$ cat config.mk
export PLATFORM = sky130hd
export DESIGN_NAME = alu_job_axi_master_flat
export DESIGN_NICKNAME = d
export VERILOG_FILES = /design/src/rtl/alu_job_axi_master_pkg.sv /design/src/rtl/alu_job_axi_master_if.sv /design/src/rtl/alu_job_axi_master.sv /design/src/flat_wrapper.sv
export SDC_FILE = /design/constraint.sdc
export NUM_CORES = 1
export LEC_CHECK = 0
export BUFFER_PORTS_ARGS = -buffer_cell sky130_fd_sc_hd__buf_2
export CORE_MARGIN = 2
export CORE_UTILIZATION = 30
export DETAILED_ROUTE_END_ITERATION = 16
export PLACE_DENSITY_LB_ADDON = 0.15
export SETUP_SLACK_MARGIN = 0.4
export SLEW_MARGIN = 20
export SYNTH_ARGS = -nofsm -noshare
export SYNTH_HDL_FRONTEND = slang
export SYNTH_SLANG_ARGS = --single-unit
$ cat constraint.sdc
create_clock -name clk -period 2.8 [get_ports clk]
set_clock_uncertainty 0.2 [all_clocks]
set_input_delay 0.28 -clock clk [delete_from_list [all_inputs] [get_ports clk]]
set_output_delay 0.28 -clock clk [all_outputs]
set_load 0.01 [all_outputs]
$ cat src/rtl/alu_job_axi_master_pkg.sv
// Shared types and AXI burst constants for the ALU job master.
package alu_job_pkg;

    typedef enum logic [2:0] {
        IDLE,
        AW,
        W,
        B,
        AR,
        R,
        OUT
    } alu_job_state_t;

    localparam logic [3:0] BURST_LEN       = 4'd3;
    localparam logic [2:0] BURST_SIZE_BYTE = 3'b000;
    localparam logic [1:0] BURST_INCR      = 2'b01;
    localparam logic [1:0] RESP_OKAY       = 2'b00;

endpackage

$ cat src/rtl/alu_job_axi_master_if.sv
// AXI4 channel bundle between the ALU job master and its byte-wide slave.
interface alu_job_axi_master_if #(
    parameter int ADDR_WIDTH = 32,
    parameter int DATA_WIDTH = 8
);
    logic [ADDR_WIDTH-1:0] awaddr;
    logic [3:0]            awlen;
    logic [2:0]            awsize;
    logic [1:0]            awburst;
    logic                  awvalid;
    logic                  awready;
    logic [DATA_WIDTH-1:0] wdata;
    logic                  wlast;
    logic                  wvalid;
    logic                  wready;
    logic [1:0]            bresp;
    logic                  bvalid;
    logic                  bready;
    logic [ADDR_WIDTH-1:0] araddr;
    logic [3:0]            arlen;
    logic [2:0]            arsize;
    logic [1:0]            arburst;
    logic                  arvalid;
    logic                  arready;
    logic [DATA_WIDTH-1:0] rdata;
    logic [1:0]            rresp;
    logic                  rlast;
    logic                  rvalid;
    logic                  rready;

    modport master (
        output awaddr, awlen, awsize, awburst, awvalid,
        input  awready,
        output wdata, wlast, wvalid,
        input  wready,
        input  bresp, bvalid,
        output bready,
        output araddr, arlen, arsize, arburst, arvalid,
        input  arready,
        input  rdata, rresp, rlast, rvalid,
        output rready
    );

    modport slave (
        input  awaddr, awlen, awsize, awburst, awvalid,
        output awready,
        input  wdata, wlast, wvalid,
        output wready,
        output bresp, bvalid,
        input  bready,
        input  araddr, arlen, arsize, arburst, arvalid,
        output arready,
        output rdata, rresp, rlast, rvalid,
        input  rready
    );

endinterface

$ cat src/rtl/alu_job_axi_master.sv
// ALU job master: writes op1/op2/opcode/pad as a 4-beat burst, reads it back, returns byte 3.
// Optional readback comparison of beats 0..2 is enabled by ALU_JOB_READBACK_CHECK_EN.
//
// state | meaning
// IDLE  | waiting for a job, job_ready high
// AW    | write address issued, waiting for awready
// W     | streaming the 4 write beats
// B     | waiting for the write response
// AR    | read address issued, waiting for arready
// R     | collecting the 4 read beats
// OUT   | result held until res_ready
module alu_job_axi_master
    import alu_job_pkg::*;
#(
    parameter int                    ADDR_WIDTH = 32,
    parameter int                    DATA_WIDTH = 8,
    parameter logic [DATA_WIDTH-1:0] PAD_BYTE   = '0
) (
    input  logic                  clk,
    input  logic                  rstn,
    input  logic                  job_valid,
    output logic                  job_ready,
    input  logic [ADDR_WIDTH-1:0] job_addr,
    input  logic [DATA_WIDTH-1:0] job_op1,
    input  logic [DATA_WIDTH-1:0] job_op2,
    input  logic [DATA_WIDTH-1:0] job_opcode,
    output logic                  res_valid,
    input  logic                  res_ready,
    output logic [DATA_WIDTH-1:0] res_data,
    output logic                  res_err,
`ifdef ALU_JOB_READBACK_CHECK_EN
    output logic [2:0]            res_mismatch_mask,
`endif
    alu_job_axi_master_if.master  axi
);

    alu_job_state_t        state_q, state_d;
    logic [1:0]            beat_q, beat_d;
    logic [ADDR_WIDTH-1:0] addr_q, addr_d;
    logic [DATA_WIDTH-1:0] op1_q, op1_d;
    logic [DATA_WIDTH-1:0] op2_q, op2_d;
    logic [DATA_WIDTH-1:0] opc_q, opc_d;
    logic                  err_q, err_d;
    logic [ADDR_WIDTH-1:0] awaddr_q, awaddr_d;
    logic                  awvalid_q, awvalid_d;
    logic [DATA_WIDTH-1:0] wdata_q, wdata_d;
    logic                  wlast_q, wlast_d;
    logic                  wvalid_q, wvalid_d;
    logic                  bready_q, bready_d;
    logic [ADDR_WIDTH-1:0] araddr_q, araddr_d;
    logic                  arvalid_q, arvalid_d;
    logic                  rready_q, rready_d;
    logic                  res_valid_q, res_valid_d;
    logic [DATA_WIDTH-1:0] res_data_q, res_data_d;
    logic                  res_err_q, res_err_d;
    logic [1:0]            beat_nxt;
    logic                  err_v;
`ifdef ALU_JOB_READBACK_CHECK_EN
    logic [2:0]            mask_q, mask_d;
    logic [2:0]            res_mask_q, res_mask_d;
    logic [2:0]            mask_v;
    logic [DATA_WIDTH-1:0] exp_byte;
`endif

    assign beat_nxt = beat_q + 2'd1;

    always_comb begin
        state_d     = state_q;
        beat_d      = beat_q;
        addr_d      = addr_q;
        op1_d       = op1_q;
        op2_d       = op2_q;
        opc_d       = opc_q;
        err_d       = err_q;
        awaddr_d    = awaddr_q;
        awvalid_d   = awvalid_q;
        wdata_d     = wdata_q;
        wlast_d     = wlast_q;
        wvalid_d    = wvalid_q;
        bready_d    = bready_q;
        araddr_d    = araddr_q;
        arvalid_d   = arvalid_q;
        rready_d    = rready_q;
        res_valid_d = res_valid_q;
        res_data_d  = res_data_q;
        res_err_d   = res_err_q;
        err_v       = err_q;
`ifdef ALU_JOB_READBACK_CHECK_EN
        mask_d      = mask_q;
        res_mask_d  = res_mask_q;
        mask_v      = mask_q;
        exp_byte    = op1_q;
`endif

        case (state_q)
            IDLE: begin
                if (job_valid) begin
                    addr_d    = job_addr;
                    op1_d     = job_op1;
                    op2_d     = job_op2;
                    opc_d     = job_opcode;
                    err_d     = 1'b0;
`ifdef ALU_JOB_READBACK_CHECK_EN
                    mask_d    = 3'b000;
`endif
                    awaddr_d  = job_addr;
                    awvalid_d = 1'b1;
                    state_d   = AW;
                end
            end
            AW: begin
                if (axi.awready) begin
                    awvalid_d = 1'b0;
                    wvalid_d  = 1'b1;
                    wdata_d   = op1_q;
                    wlast_d   = 1'b0;
                    beat_d    = 2'd0;
                    state_d   = W;
                end
            end
            W: begin
                if (axi.wready) begin
                    if (beat_q == 2'd3) begin
                        wvalid_d = 1'b0;
                        wlast_d  = 1'b0;
                        bready_d = 1'b1;
                        state_d  = B;
                    end else begin
                        beat_d  = beat_nxt;
                        wlast_d = (beat_nxt == 2'd3);
                        case (beat_nxt)
                            2'd1:    wdata_d = op2_q;
                            2'd2:    wdata_d = opc_q;
                            default: wdata_d = PAD_BYTE;
                        endcase
                    end
                end
            end
            B: begin
                if (axi.bvalid) begin
                    err_d     = err_q | (axi.bresp != RESP_OKAY);
                    bready_d  = 1'b0;
                    araddr_d  = addr_q;
                    arvalid_d = 1'b1;
                    state_d   = AR;
                end
            end
            AR: begin
                if (axi.arready) begin
                    arvalid_d = 1'b0;
                    rready_d  = 1'b1;
                    beat_d    = 2'd0;
                    state_d   = R;
                end
            end
            R: begin
                if (axi.rvalid) begin
                    // rlast is only trusted as an error indicator; the beat count always runs to 4
                    err_v = err_q | (axi.rresp != RESP_OKAY) | (axi.rlast != (beat_q == 2'd3));
`ifdef ALU_JOB_READBACK_CHECK_EN
                    case (beat_q)
                        2'd0:    exp_byte = op1_q;
                        2'd1:    exp_byte = op2_q;
                        default: exp_byte = opc_q;
                    endcase
                    if (beat_q != 2'd3 && axi.rdata != exp_byte) begin
                        mask_v[beat_q] = 1'b1;
                    end
                    mask_d = mask_v;
`endif
                    err_d = err_v;
                    if (beat_q == 2'd3) begin
                        rready_d    = 1'b0;
                        res_data_d  = axi.rdata;
                        res_valid_d = 1'b1;
`ifdef ALU_JOB_READBACK_CHECK_EN
                        res_err_d   = err_v | (|mask_v);
                        res_mask_d  = mask_v;
`else
                        res_err_d   = err_v;
`endif
                        state_d     = OUT;
                    end else begin
                        beat_d = beat_nxt;
                    end
                end
            end
            OUT: begin
                if (res_ready) begin
                    res_valid_d = 1'b0;
                    state_d     = IDLE;
                end
            end
            default: state_d = IDLE;
        endcase
    end

    always_ff @(posedge clk) begin
        if (!rstn) begin
            state_q     <= IDLE;
            beat_q      <= 2'd0;
            addr_q      <= '0;
            op1_q       <= '0;
            op2_q       <= '0;
            opc_q       <= '0;
            err_q       <= 1'b0;
            awaddr_q    <= '0;
            awvalid_q   <= 1'b0;
            wdata_q     <= '0;
            wlast_q     <= 1'b0;
            wvalid_q    <= 1'b0;
            bready_q    <= 1'b0;
            araddr_q    <= '0;
            arvalid_q   <= 1'b0;
            rready_q    <= 1'b0;
            res_valid_q <= 1'b0;
            res_data_q  <= '0;
            res_err_q   <= 1'b0;
`ifdef ALU_JOB_READBACK_CHECK_EN
            mask_q      <= 3'b000;
            res_mask_q  <= 3'b000;
`endif
        end else begin
            state_q     <= state_d;
            beat_q      <= beat_d;
            addr_q      <= addr_d;
            op1_q       <= op1_d;
            op2_q       <= op2_d;
            opc_q       <= opc_d;
            err_q       <= err_d;
            awaddr_q    <= awaddr_d;
            awvalid_q   <= awvalid_d;
            wdata_q     <= wdata_d;
            wlast_q     <= wlast_d;
            wvalid_q    <= wvalid_d;
            bready_q    <= bready_d;
            araddr_q    <= araddr_d;
            arvalid_q   <= arvalid_d;
            rready_q    <= rready_d;
            res_valid_q <= res_valid_d;
            res_data_q  <= res_data_d;
            res_err_q   <= res_err_d;
`ifdef ALU_JOB_READBACK_CHECK_EN
            mask_q      <= mask_d;
            res_mask_q  <= res_mask_d;
`endif
        end
    end

    assign job_ready   = (state_q == IDLE);
    assign res_valid   = res_valid_q;
    assign res_data    = res_data_q;
    assign res_err     = res_err_q;
`ifdef ALU_JOB_READBACK_CHECK_EN
    assign res_mismatch_mask = res_mask_q;
`endif

    assign axi.awaddr  = awaddr_q;
    assign axi.awlen   = BURST_LEN;
    assign axi.awsize  = BURST_SIZE_BYTE;
    assign axi.awburst = BURST_INCR;
    assign axi.awvalid = awvalid_q;
    assign axi.wdata   = wdata_q;
    assign axi.wlast   = wlast_q;
    assign axi.wvalid  = wvalid_q;
    assign axi.bready  = bready_q;
    assign axi.araddr  = araddr_q;
    assign axi.arlen   = BURST_LEN;
    assign axi.arsize  = BURST_SIZE_BYTE;
    assign axi.arburst = BURST_INCR;
    assign axi.arvalid = arvalid_q;
    assign axi.rready  = rready_q;

endmodule

$ cat src/flat_wrapper.sv
// flat-port wrapper written by rule: the top's interface ports become plain ports
module alu_job_axi_master_flat import alu_job_pkg::*;
#(
    parameter int                    ADDR_WIDTH = 32,
    parameter int                    DATA_WIDTH = 8,
    parameter logic [DATA_WIDTH-1:0] PAD_BYTE   = '0
)
  (clk, rstn, job_valid, job_ready, job_addr, job_op1, job_op2, job_opcode, res_valid, res_ready, res_data, res_err, axi_awaddr, axi_awlen, axi_awsize, axi_awburst, axi_awvalid, axi_awready, axi_wdata, axi_wlast, axi_wvalid, axi_wready, axi_bresp, axi_bvalid, axi_bready, axi_araddr, axi_arlen, axi_arsize, axi_arburst, axi_arvalid, axi_arready, axi_rdata, axi_rresp, axi_rlast, axi_rvalid, axi_rready);
  alu_job_axi_master_if #(.ADDR_WIDTH(ADDR_WIDTH), .DATA_WIDTH(DATA_WIDTH)) axi_i ();
  input  logic clk;
  input  logic rstn;
  input  logic job_valid;
  output logic job_ready;
  input  logic [ADDR_WIDTH-1:0] job_addr;
  input  logic [DATA_WIDTH-1:0] job_op1;
  input  logic [DATA_WIDTH-1:0] job_op2;
  input  logic [DATA_WIDTH-1:0] job_opcode;
  output logic res_valid;
  input  logic res_ready;
  output logic [DATA_WIDTH-1:0] res_data;
  output logic res_err;
  output wire logic [$bits(axi_i.awaddr)-1:0] axi_awaddr;
  output wire logic [$bits(axi_i.awlen)-1:0] axi_awlen;
  output wire logic [$bits(axi_i.awsize)-1:0] axi_awsize;
  output wire logic [$bits(axi_i.awburst)-1:0] axi_awburst;
  output wire logic [$bits(axi_i.awvalid)-1:0] axi_awvalid;
  input wire logic [$bits(axi_i.awready)-1:0] axi_awready;
  output wire logic [$bits(axi_i.wdata)-1:0] axi_wdata;
  output wire logic [$bits(axi_i.wlast)-1:0] axi_wlast;
  output wire logic [$bits(axi_i.wvalid)-1:0] axi_wvalid;
  input wire logic [$bits(axi_i.wready)-1:0] axi_wready;
  input wire logic [$bits(axi_i.bresp)-1:0] axi_bresp;
  input wire logic [$bits(axi_i.bvalid)-1:0] axi_bvalid;
  output wire logic [$bits(axi_i.bready)-1:0] axi_bready;
  output wire logic [$bits(axi_i.araddr)-1:0] axi_araddr;
  output wire logic [$bits(axi_i.arlen)-1:0] axi_arlen;
  output wire logic [$bits(axi_i.arsize)-1:0] axi_arsize;
  output wire logic [$bits(axi_i.arburst)-1:0] axi_arburst;
  output wire logic [$bits(axi_i.arvalid)-1:0] axi_arvalid;
  input wire logic [$bits(axi_i.arready)-1:0] axi_arready;
  input wire logic [$bits(axi_i.rdata)-1:0] axi_rdata;
  input wire logic [$bits(axi_i.rresp)-1:0] axi_rresp;
  input wire logic [$bits(axi_i.rlast)-1:0] axi_rlast;
  input wire logic [$bits(axi_i.rvalid)-1:0] axi_rvalid;
  output wire logic [$bits(axi_i.rready)-1:0] axi_rready;
  assign axi_awaddr = axi_i.awaddr;
  assign axi_awlen = axi_i.awlen;
  assign axi_awsize = axi_i.awsize;
  assign axi_awburst = axi_i.awburst;
  assign axi_awvalid = axi_i.awvalid;
  assign axi_i.awready = axi_awready;
  assign axi_wdata = axi_i.wdata;
  assign axi_wlast = axi_i.wlast;
  assign axi_wvalid = axi_i.wvalid;
  assign axi_i.wready = axi_wready;
  assign axi_i.bresp = axi_bresp;
  assign axi_i.bvalid = axi_bvalid;
  assign axi_bready = axi_i.bready;
  assign axi_araddr = axi_i.araddr;
  assign axi_arlen = axi_i.arlen;
  assign axi_arsize = axi_i.arsize;
  assign axi_arburst = axi_i.arburst;
  assign axi_arvalid = axi_i.arvalid;
  assign axi_i.arready = axi_arready;
  assign axi_i.rdata = axi_rdata;
  assign axi_i.rresp = axi_rresp;
  assign axi_i.rlast = axi_rlast;
  assign axi_i.rvalid = axi_rvalid;
  assign axi_rready = axi_i.rready;
  alu_job_axi_master #(.ADDR_WIDTH(ADDR_WIDTH), .DATA_WIDTH(DATA_WIDTH), .PAD_BYTE(PAD_BYTE)) u_core (.clk(clk), .rstn(rstn), .job_valid(job_valid), .job_ready(job_ready), .job_addr(job_addr), .job_op1(job_op1), .job_op2(job_op2), .job_opcode(job_opcode), .res_valid(res_valid), .res_ready(res_ready), .res_data(res_data), .res_err(res_err), .axi(axi_i));
endmodule
==> reports/qor.txt, run 1 <==
=================================================================================
Starting density of the core                                                0.306
Type of the setup path with the least slack                          register to register
Post-route DRC                                                                  0
Number of antenna violations at the first check in global routing               0
Antenna diode instance count                                                    0
Most common library cell in the layout ignoring fill and taps             nand2_1
Simple-gate portion of the synthesized area                                 0.215
Portion of the post-synthesis area used by sequential elements              0.468
Via density per instance                                                     4.47
Number of buffers created by CTS                                               17
Cell at the root of the clock tree                                      clkbuf_16
Reg-to-reg startpoint                                                u_core.state_q[1]
Synth Cell Area                                                      0.00505 sq mm
Adder-cell share of the synthesized area                                  0.00991
Number of buffers on the longest clock path                                     2
Area Overhead vs Synth                                                      43.1%
Global-route congestion overflow total                                          0
DRT antenna net count                                                           0
Transition time at the pin with the least slew margin                      762 ps
Die Span Y                                                                 134 um
Number of hold violations in the final report                                   0
Count of state elements after synthesis                                       118
Asr flop ratio synth                                                            0
Clock transition at the registers of the reported paths                     50 ps
Type of element launching the critical path                              register
Max Clock Freq                                                            453 MHz
Element type at the critical path end                                    register
Distinct cell type count after synthesis                                       46
Layout cells sized above 1                                                  0.259
Crit path to                                                         u_core.axi.wdata[4]
Clock latency on the worst-skew pair                                       410 ps
Setup tns final                                                              0 ps
Status                                                               finished clean
Row cnt                                                                        47
Number of optimization iterations in the first detailed-route pass              4
I/O pin cnt                                                                   185
Register area                                                        0.00236 sq mm
Most used flip-flop cell after synthesis                                  dfxtp_1
Critical Path RT                                                          2940 ps
Die area                                                             0.0179 sq mm
Area of combinational cells with multiple inputs                     0.00237 sq mm
Share of synthesized area spent on multiplexers                           0.00842
Clock net sink count                                                          118
Minimum setup slack among reg-to-reg paths                                 590 ps
Synthesized area per cell                                              8.28 sq um
Number of synthesis warnings                                                    0
Peak supply drop                                                         0.445 mV
Max-cap violations                                                              0
Total number of H-tree levels                                                   4
DIE WIDTH                                                                  134 um
Rel. slew slack                                                             0.491
Final setup viols                                                               0
TritonCTS clock tree                                                          yes
Post-CTS setup buffer count                                                     0
Compound-gate portion of the synthesized area                               0.218
Count of mapped cells out of synthesis                                        610
HP Class                                                             input pin to register
Number of buffers added on ports                                              166
Leakage power                                                          0.00313 uW
Vias after detailed routing                                                  4717
Unrepaired setup endpoints after global routing                             false
Number of slew-limit violations in the final report                             0
Fraction of synthesized cell area in xor and xnor cells                   0.00173
Number of flops mapped to enable cells by yosys                                 0
Arrival time of data at the critical path endpoint                        2340 ps
Vias in the first global route                                               4495
Reg2Reg Capture Point                                                u_core.axi.wdata[4]
P per Cell Area                                                       793 mW/mm^2
Setup crit start                                                     u_core.state_q[1]
Final Wtd Congestion                                                        0.753
Wirelength, routed                                                       14700 um
GRT Util Overall                                                            0.164
Total number of nets in the final design                                      905
Fin crit share                                                              0.788
Wire length of the first global-routing pass                             23000 um
Fill cells                                                                   1696
Detailed placer's ending HPWL                                             9850 um
Shortest period the worst path allows                                     2210 ps
Dominant combinational cell family by area after synthesis           compound AO/OA/AOI/OAI gates
CORE AREA                                                            0.0165 sq mm
Sum of internal, switching and leakage power                              5730 uW
Routed length per placed instance                                         14.0 um
Starting DRC count in detailed routing                                        182
Crit path max fanout                                                           25
Leading cell types in the layout, fill and taps excluded             205 x nand2_1, 166 x buf_2, 117 x dfxtp_1
Maximum number of pins on one net before global-route repair                   45
Number of cells on the worst reg-to-reg path                                    6
=================================================================================
-- worst min path at each step --
stage	startpoint	endpoint	cells past startpoint
floorplan	job_op1[0]	u_core.op1_q[0]	2
global placement	u_core.axi.araddr[10]	u_core.axi.araddr[10]	2
detailed placement	u_core.axi.araddr[10]	u_core.axi.araddr[10]	2
CTS	axi_rresp[0]	u_core.res_err	4
global route	axi_rresp[0]	u_core.res_err	4
finish	res_ready	u_core.res_valid	3
-- where the power goes --
part	total [uW]	internal [uW]	switching [uW]	leakage, uW
Combinational	1390	565	828	0.00187
Clock	2230	1480	746	0.000299
Sequential	2110	1890	213	0.000960
Total	5730	3940	1790	0.00313
-- logic make-up after synthesis --
family | after synthesis
compound gates | 151
xor+xnor | 1
fa+ha+maj | 4
buf+inv | 71
flops | 118
mux | 4
other cells | 2
simple gates | 259
-- sequential cells by signal (all words and copies together) (netlist names), 2 cells and up --
signal	cells
u_core.axi.araddr	32
u_core.axi.awaddr	32
u_core.axi.wdata	8
u_core.op1_q	8
u_core.op2_q	8
u_core.opc_q	8
u_core.res_data	8
u_core.state_q	3
u_core.beat_q	2
-- synth_stat cells, types with 3 or more instances --
cell type / count / area share
a211oi_1: 9 / 0.013
clkbuf_1: 14 / 0.010
and3_1: 3 / 0.0037
nor2_1: 14 / 0.010
nand2_1: 205 / 0.15
dfxtp_1: 118 / 0.47
a22oi_1: 8 / 0.012
nor2b_1: 13 / 0.016
buf_2: 22 / 0.022
inv_1: 8 / 0.0059
a21boi_0: 25 / 0.037
nand3_1: 8 / 0.0079
ha_1: 4 / 0.0099
buf_4: 24 / 0.036
nand2b_1: 3 / 0.0037
a21boi_1: 73 / 0.11
o21ai_0: 9 / 0.0089
a21oi_1: 11 / 0.011
-- stage by stage --
stage | std cells | area [sq um] | hold slack (ps) | setup slack [ps] | utilization
5_1_grt | 1055 | 7230 | 58.1 | 414 | 0.437
6_report | 1055 | 7230 | 60.7 | 594 | 0.437
2_1_floorplan | 626 | 5110 | 215 | 993 | -
3_5_place_dp | 959 | 5970 | 242 | 594 | 0.361
3_3_place_gp | 959 | 5970 | 237 | 661 | 0.361
4_1_cts | 1055 | 7230 | 39.0 | 605 | 0.437
-- metal layers --
metal,wire length [um],GRT usage,vias up
met2,6800,0.273,139
met1,6920,0.206,2155
li1,-,-,2409
met4,165,0.0561,0
met3,838,0.0427,14
met5,0,0,-
-- layout make-up --
class / instances / area share
clock buffer: 23 / 0.0675
inverter: 8 / 0.00415
clock inverter: 8 / 0.0168
timing repair buffer: 241 / 0.219
multi-input combinational: 437 / 0.328
tap: 220 / 0.0381
sequential: 118 / 0.327
-- critical path: stages (launching register included) --
cell,delay (ps)
dfxtp_1,810
nor3b_2,280
buf_4,280
nor2_1,70
a211oi_1,280
a21oi_1,70
nor2b_1,140
-- timing repair --
action	4_1_cts	5_1_grt
hold endpoints to repair	65	0
endpoints found under the setup margin	0	12
hold buffers	65	0
gates resized for setup	0	1
No activity file was read; power rests on OpenSTA's default activity.
==> inputs of run 2 (changes only) <==
Settings changed: ABC_AREA set to 1.
Clock period 2.8 ns to 1.8 ns, I/O delays scaled along.
==> reports/qor.txt, run 2 <==
=================================================================================
Status                                                               finished, violations left
Failing checks                                                       negative hold slack
Post-route DRC                                                                  0   unchanged
Routed length per placed instance                                         14.8 um   +5.8%
Leading cell types in the layout, fill and taps excluded             191 x nor2_1, 166 x buf_2, 113 x dfxtp_1
Number of synthesis warnings                                                    0   unchanged
Row cnt                                                                        46   -2.1%
P per Cell Area                                                      1410 mW/mm^2   +77%
HP Class                                                             input pin to register
Met2 track demand over resource                                             0.297   +0.0248
Number of buffers on the longest clock path                                     2   unchanged
DIE WIDTH                                                                  131 um   -2.1%
Vias after detailed routing                                                  5231   +11%
CP peak stage delay                                                        360 ps   -450 ps
Number of optimization iterations in the first detailed-route pass              4   unchanged
Asr flop ratio synth                                                            0   unchanged
Die area                                                             0.0172 sq mm   -4.1%
I/O pin cnt                                                                   185   unchanged
Most used routing layer                                                      met2
Routing usage on met1                                                       0.227   +0.0214
CORE AREA                                                            0.0158 sq mm   -4.2%
DRT antenna net count                                                           0   unchanged
Critical Path RT                                                          1910 ps   -1030 ps
Distinct cell type count after synthesis                                       28   -39%
Layout cells sized above 1                                                  0.416   +0.158
Leading area contributor after synthesis                                  dfxtp_1
Clock transition at the registers of the reported paths                     50 ps   about the same
GRT Util Overall                                                            0.183   +0.0194
Clock latency on the worst-skew pair                                       410 ps   about the same
Critical path cell sequence                                          buf_8 -> inv_8 -> nand3_4 -> clkinv_4 -> nand2_4 -> a21oi_4 -> buf_12 -> nand3_1 -> nand2_1 -> nor2_1
Fin crit share                                                              0.908   +0.120
Shortest period the worst path allows                                     1630 ps   -572 ps
Synthesized area per cell                                              7.26 sq um   -12%
Wirelength, routed                                                       17200 um   +17%
Final setup viols                                                               0   unchanged
Via density per instance                                                     4.48   +0.25%
Cell at the root of the clock tree                                      clkbuf_16
Antenna diode instance count                                                    0   unchanged
Area Overhead vs Synth                                                      76.2%
Count of state elements after synthesis                                       118   unchanged
Vias in the first global route                                               4871   +8.4%
Most used standard cell by instance count after synthesis                  nor2_1
Final hold slack                                                         -7.00 ps   -67.7 ps
Element type at the critical path end                                    register
Detailed placer's ending HPWL                                             9360 um   -5.0%
Crit path max fanout                                                            8   -68%
List of most frequent post-synthesis cells                           219 x nor2_1, 118 x dfxtp_1, 105 x o21ai_0
Setup tns final                                                              0 ps   unchanged
Number of buffers created by CTS                                               17   unchanged
Number of flops mapped to enable cells by yosys                                 0   unchanged
Number of hold violations in the final report                                   1   +1
Arrival time of data at the critical path endpoint                        1740 ps   -600 ps
Starting DRC count in detailed routing                                        194   +6.6%
Setup crit start                                                     u_core.state_q[2]
Clock net sink count                                                          118   unchanged
Count of mapped cells out of synthesis                                        667   +9.3%
Number of buffers added on ports                                              166   unchanged
Worst min-delay path startpoint                                         res_ready
Share of the synthesized area in the top cell type                          0.488   +0.0205
Most used flip-flop cell after synthesis                                  dfxtp_1
Critical Path Slowest Stage Cell                                          dfxtp_4
Leakage power                                                          0.00402 uW   +28%
Met3 track demand over resource in global routing                          0.0725   +0.0298
Die Span Y                                                                 131 um   -2.1%
Global-route congestion overflow total                                          0   unchanged
Number of slew-limit violations in the final report                             0   unchanged
Wire length of the first global-routing pass                             24300 um   +5.5%
TritonCTS clock tree                                                          yes
Max-cap violations                                                              0   unchanged
Most common library cell in the layout ignoring fill and taps              nor2_1
Synth Cell Area                                                      0.00484 sq mm   -4.2%
Top cells by area, synth                                             dfxtp_1 49%, nor2_1 17%, o21ai_0 11%, nand2_1 5.2%, buf_4 3.4%
Type of element launching the critical path                              register
Total number of nets in the final design                                     1020   +13%
Reg-to-reg startpoint                                                u_core.state_q[2]
Maximum number of pins on one net before global-route repair                   44   -2.2%
Max Clock Freq                                                            612 MHz   +35%
Portion of the post-synthesis area used by sequential elements              0.488   +0.0205
Unrepaired setup endpoints after global routing                              true
Total number of H-tree levels                                                   4   unchanged
Fill cells                                                                   1470   -13%
Starting density of the core                                                0.306   about the same
Type of the setup path with the least slack                          register to register
Number of antenna violations at the first check in global routing               0   unchanged
Final Wtd Congestion                                                        0.807   +7.1%
Peak supply drop                                                         0.817 mV   +83%
=================================================================================
-- run 2: cell count changes in the layout (fill, tap and decap cells not counted), moves of 10 or more --
| cell | previous run | this run |
|---|---|---|
| a21boi_0 | 25 | 0 |
| o21ai_1 | 2 | 17 |
| nor2_1 | 14 | 191 |
| inv_1 | 8 | 23 |
| nor2_4 | 0 | 17 |
| nand3_2 | 1 | 11 |
| o21ai_2 | 1 | 58 |
| o21ai_0 | 9 | 35 |
| nor2_2 | 0 | 16 |
| nand2_1 | 205 | 50 |
| nor2b_1 | 13 | 0 |
| a21boi_1 | 73 | 0 |
-- run 2: cell type report --
cell class                 instances  area (sq um)  share of cell area
clock inverter                     8          96.3              0.0113
multi-input combinational        472          2660               0.312
clock buffer                      24           492              0.0577
timing repair inverter             1          16.3             0.00191
tap                              216           270              0.0317
inverter                          38           188              0.0220
timing repair buffer             290          2430               0.285
sequential                       118          2380               0.279
-- run 2: worst max-delay path, delay by kind of cell, from the launching register on --
| family | cells | cell delay [ps] |
|---|---|---|
| buffers and inverters | 4 | 450 |
| DFF | 1 | 360 |
| and+or+nand+nor | 5 | 310 |
| AOI/OAI and AO/OA | 1 | 200 |
-- run 2: report_power, final --
part	internal, uW	total (uW)	switching [uW]
Combinational	2310	4950	2640
Sequential	3230	3680	454
Clock	2180	3370	1190
-- run 2: worst paths after layout --
path                              end  slack [ps]  cells after the start
setup / recovery  u_core.axi.wdata[1]         170                     10
hold / removal       u_core.res_valid          -7                      4
setup reg to reg  u_core.axi.wdata[1]         170                     10
hold reg to reg     u_core.axi.rready         240                      2
-- run 2: cell families (layout without fill, tap and decap cells) --
kind of cell	count (synthesis)	after routing	share of synthesized area
AOI/OAI and AO/OA	127	127	0.135
xor gates and xnor gates	1	1	0.00181
adders and majority gates	4	4	0.0103
buffers and inverters	93	361	0.0949
DFF	118	118	0.488
other	2	18	0.00155
and+or+nand+nor	322	322	0.268
-- run 2: per-layer routing --
layer | part of all wire | vias up | wire length (um)
li1 | - | 2647 | -
met1 | 0.44 | 2407 | 7560
met2 | 0.48 | 164 | 8200
met3 | 0.075 | 13 | 1300
met4 | 0.0099 | 0 | 170
met5 | 0 | - | 0
-- run 2: per-stage QoR --
stage               power (uW)  setup WS, ps  area, sq um  cells  utilization
finish                   12000           166         8530   1167        0.539
global route             12700          77.0         8530   1167        0.539
CTS                      11000           227         7810   1150        0.493
detailed placement        6650          96.0         5880   1023        0.372
global placement          6670          81.9         5880   1023        0.372
floorplan                 5630           312         4970    683            -
-- run 2: timing repair --
action / in CTS / in global routing
pin swaps: 12 / 80
resized for setup: 103 / 171
endpoints found under the setup margin: 119 / 119
gates cloned: 8 / 10
endpoints found under the hold margin: 73 / 0
hold buffers: 72 / 0
buffers inserted: 15 / 7
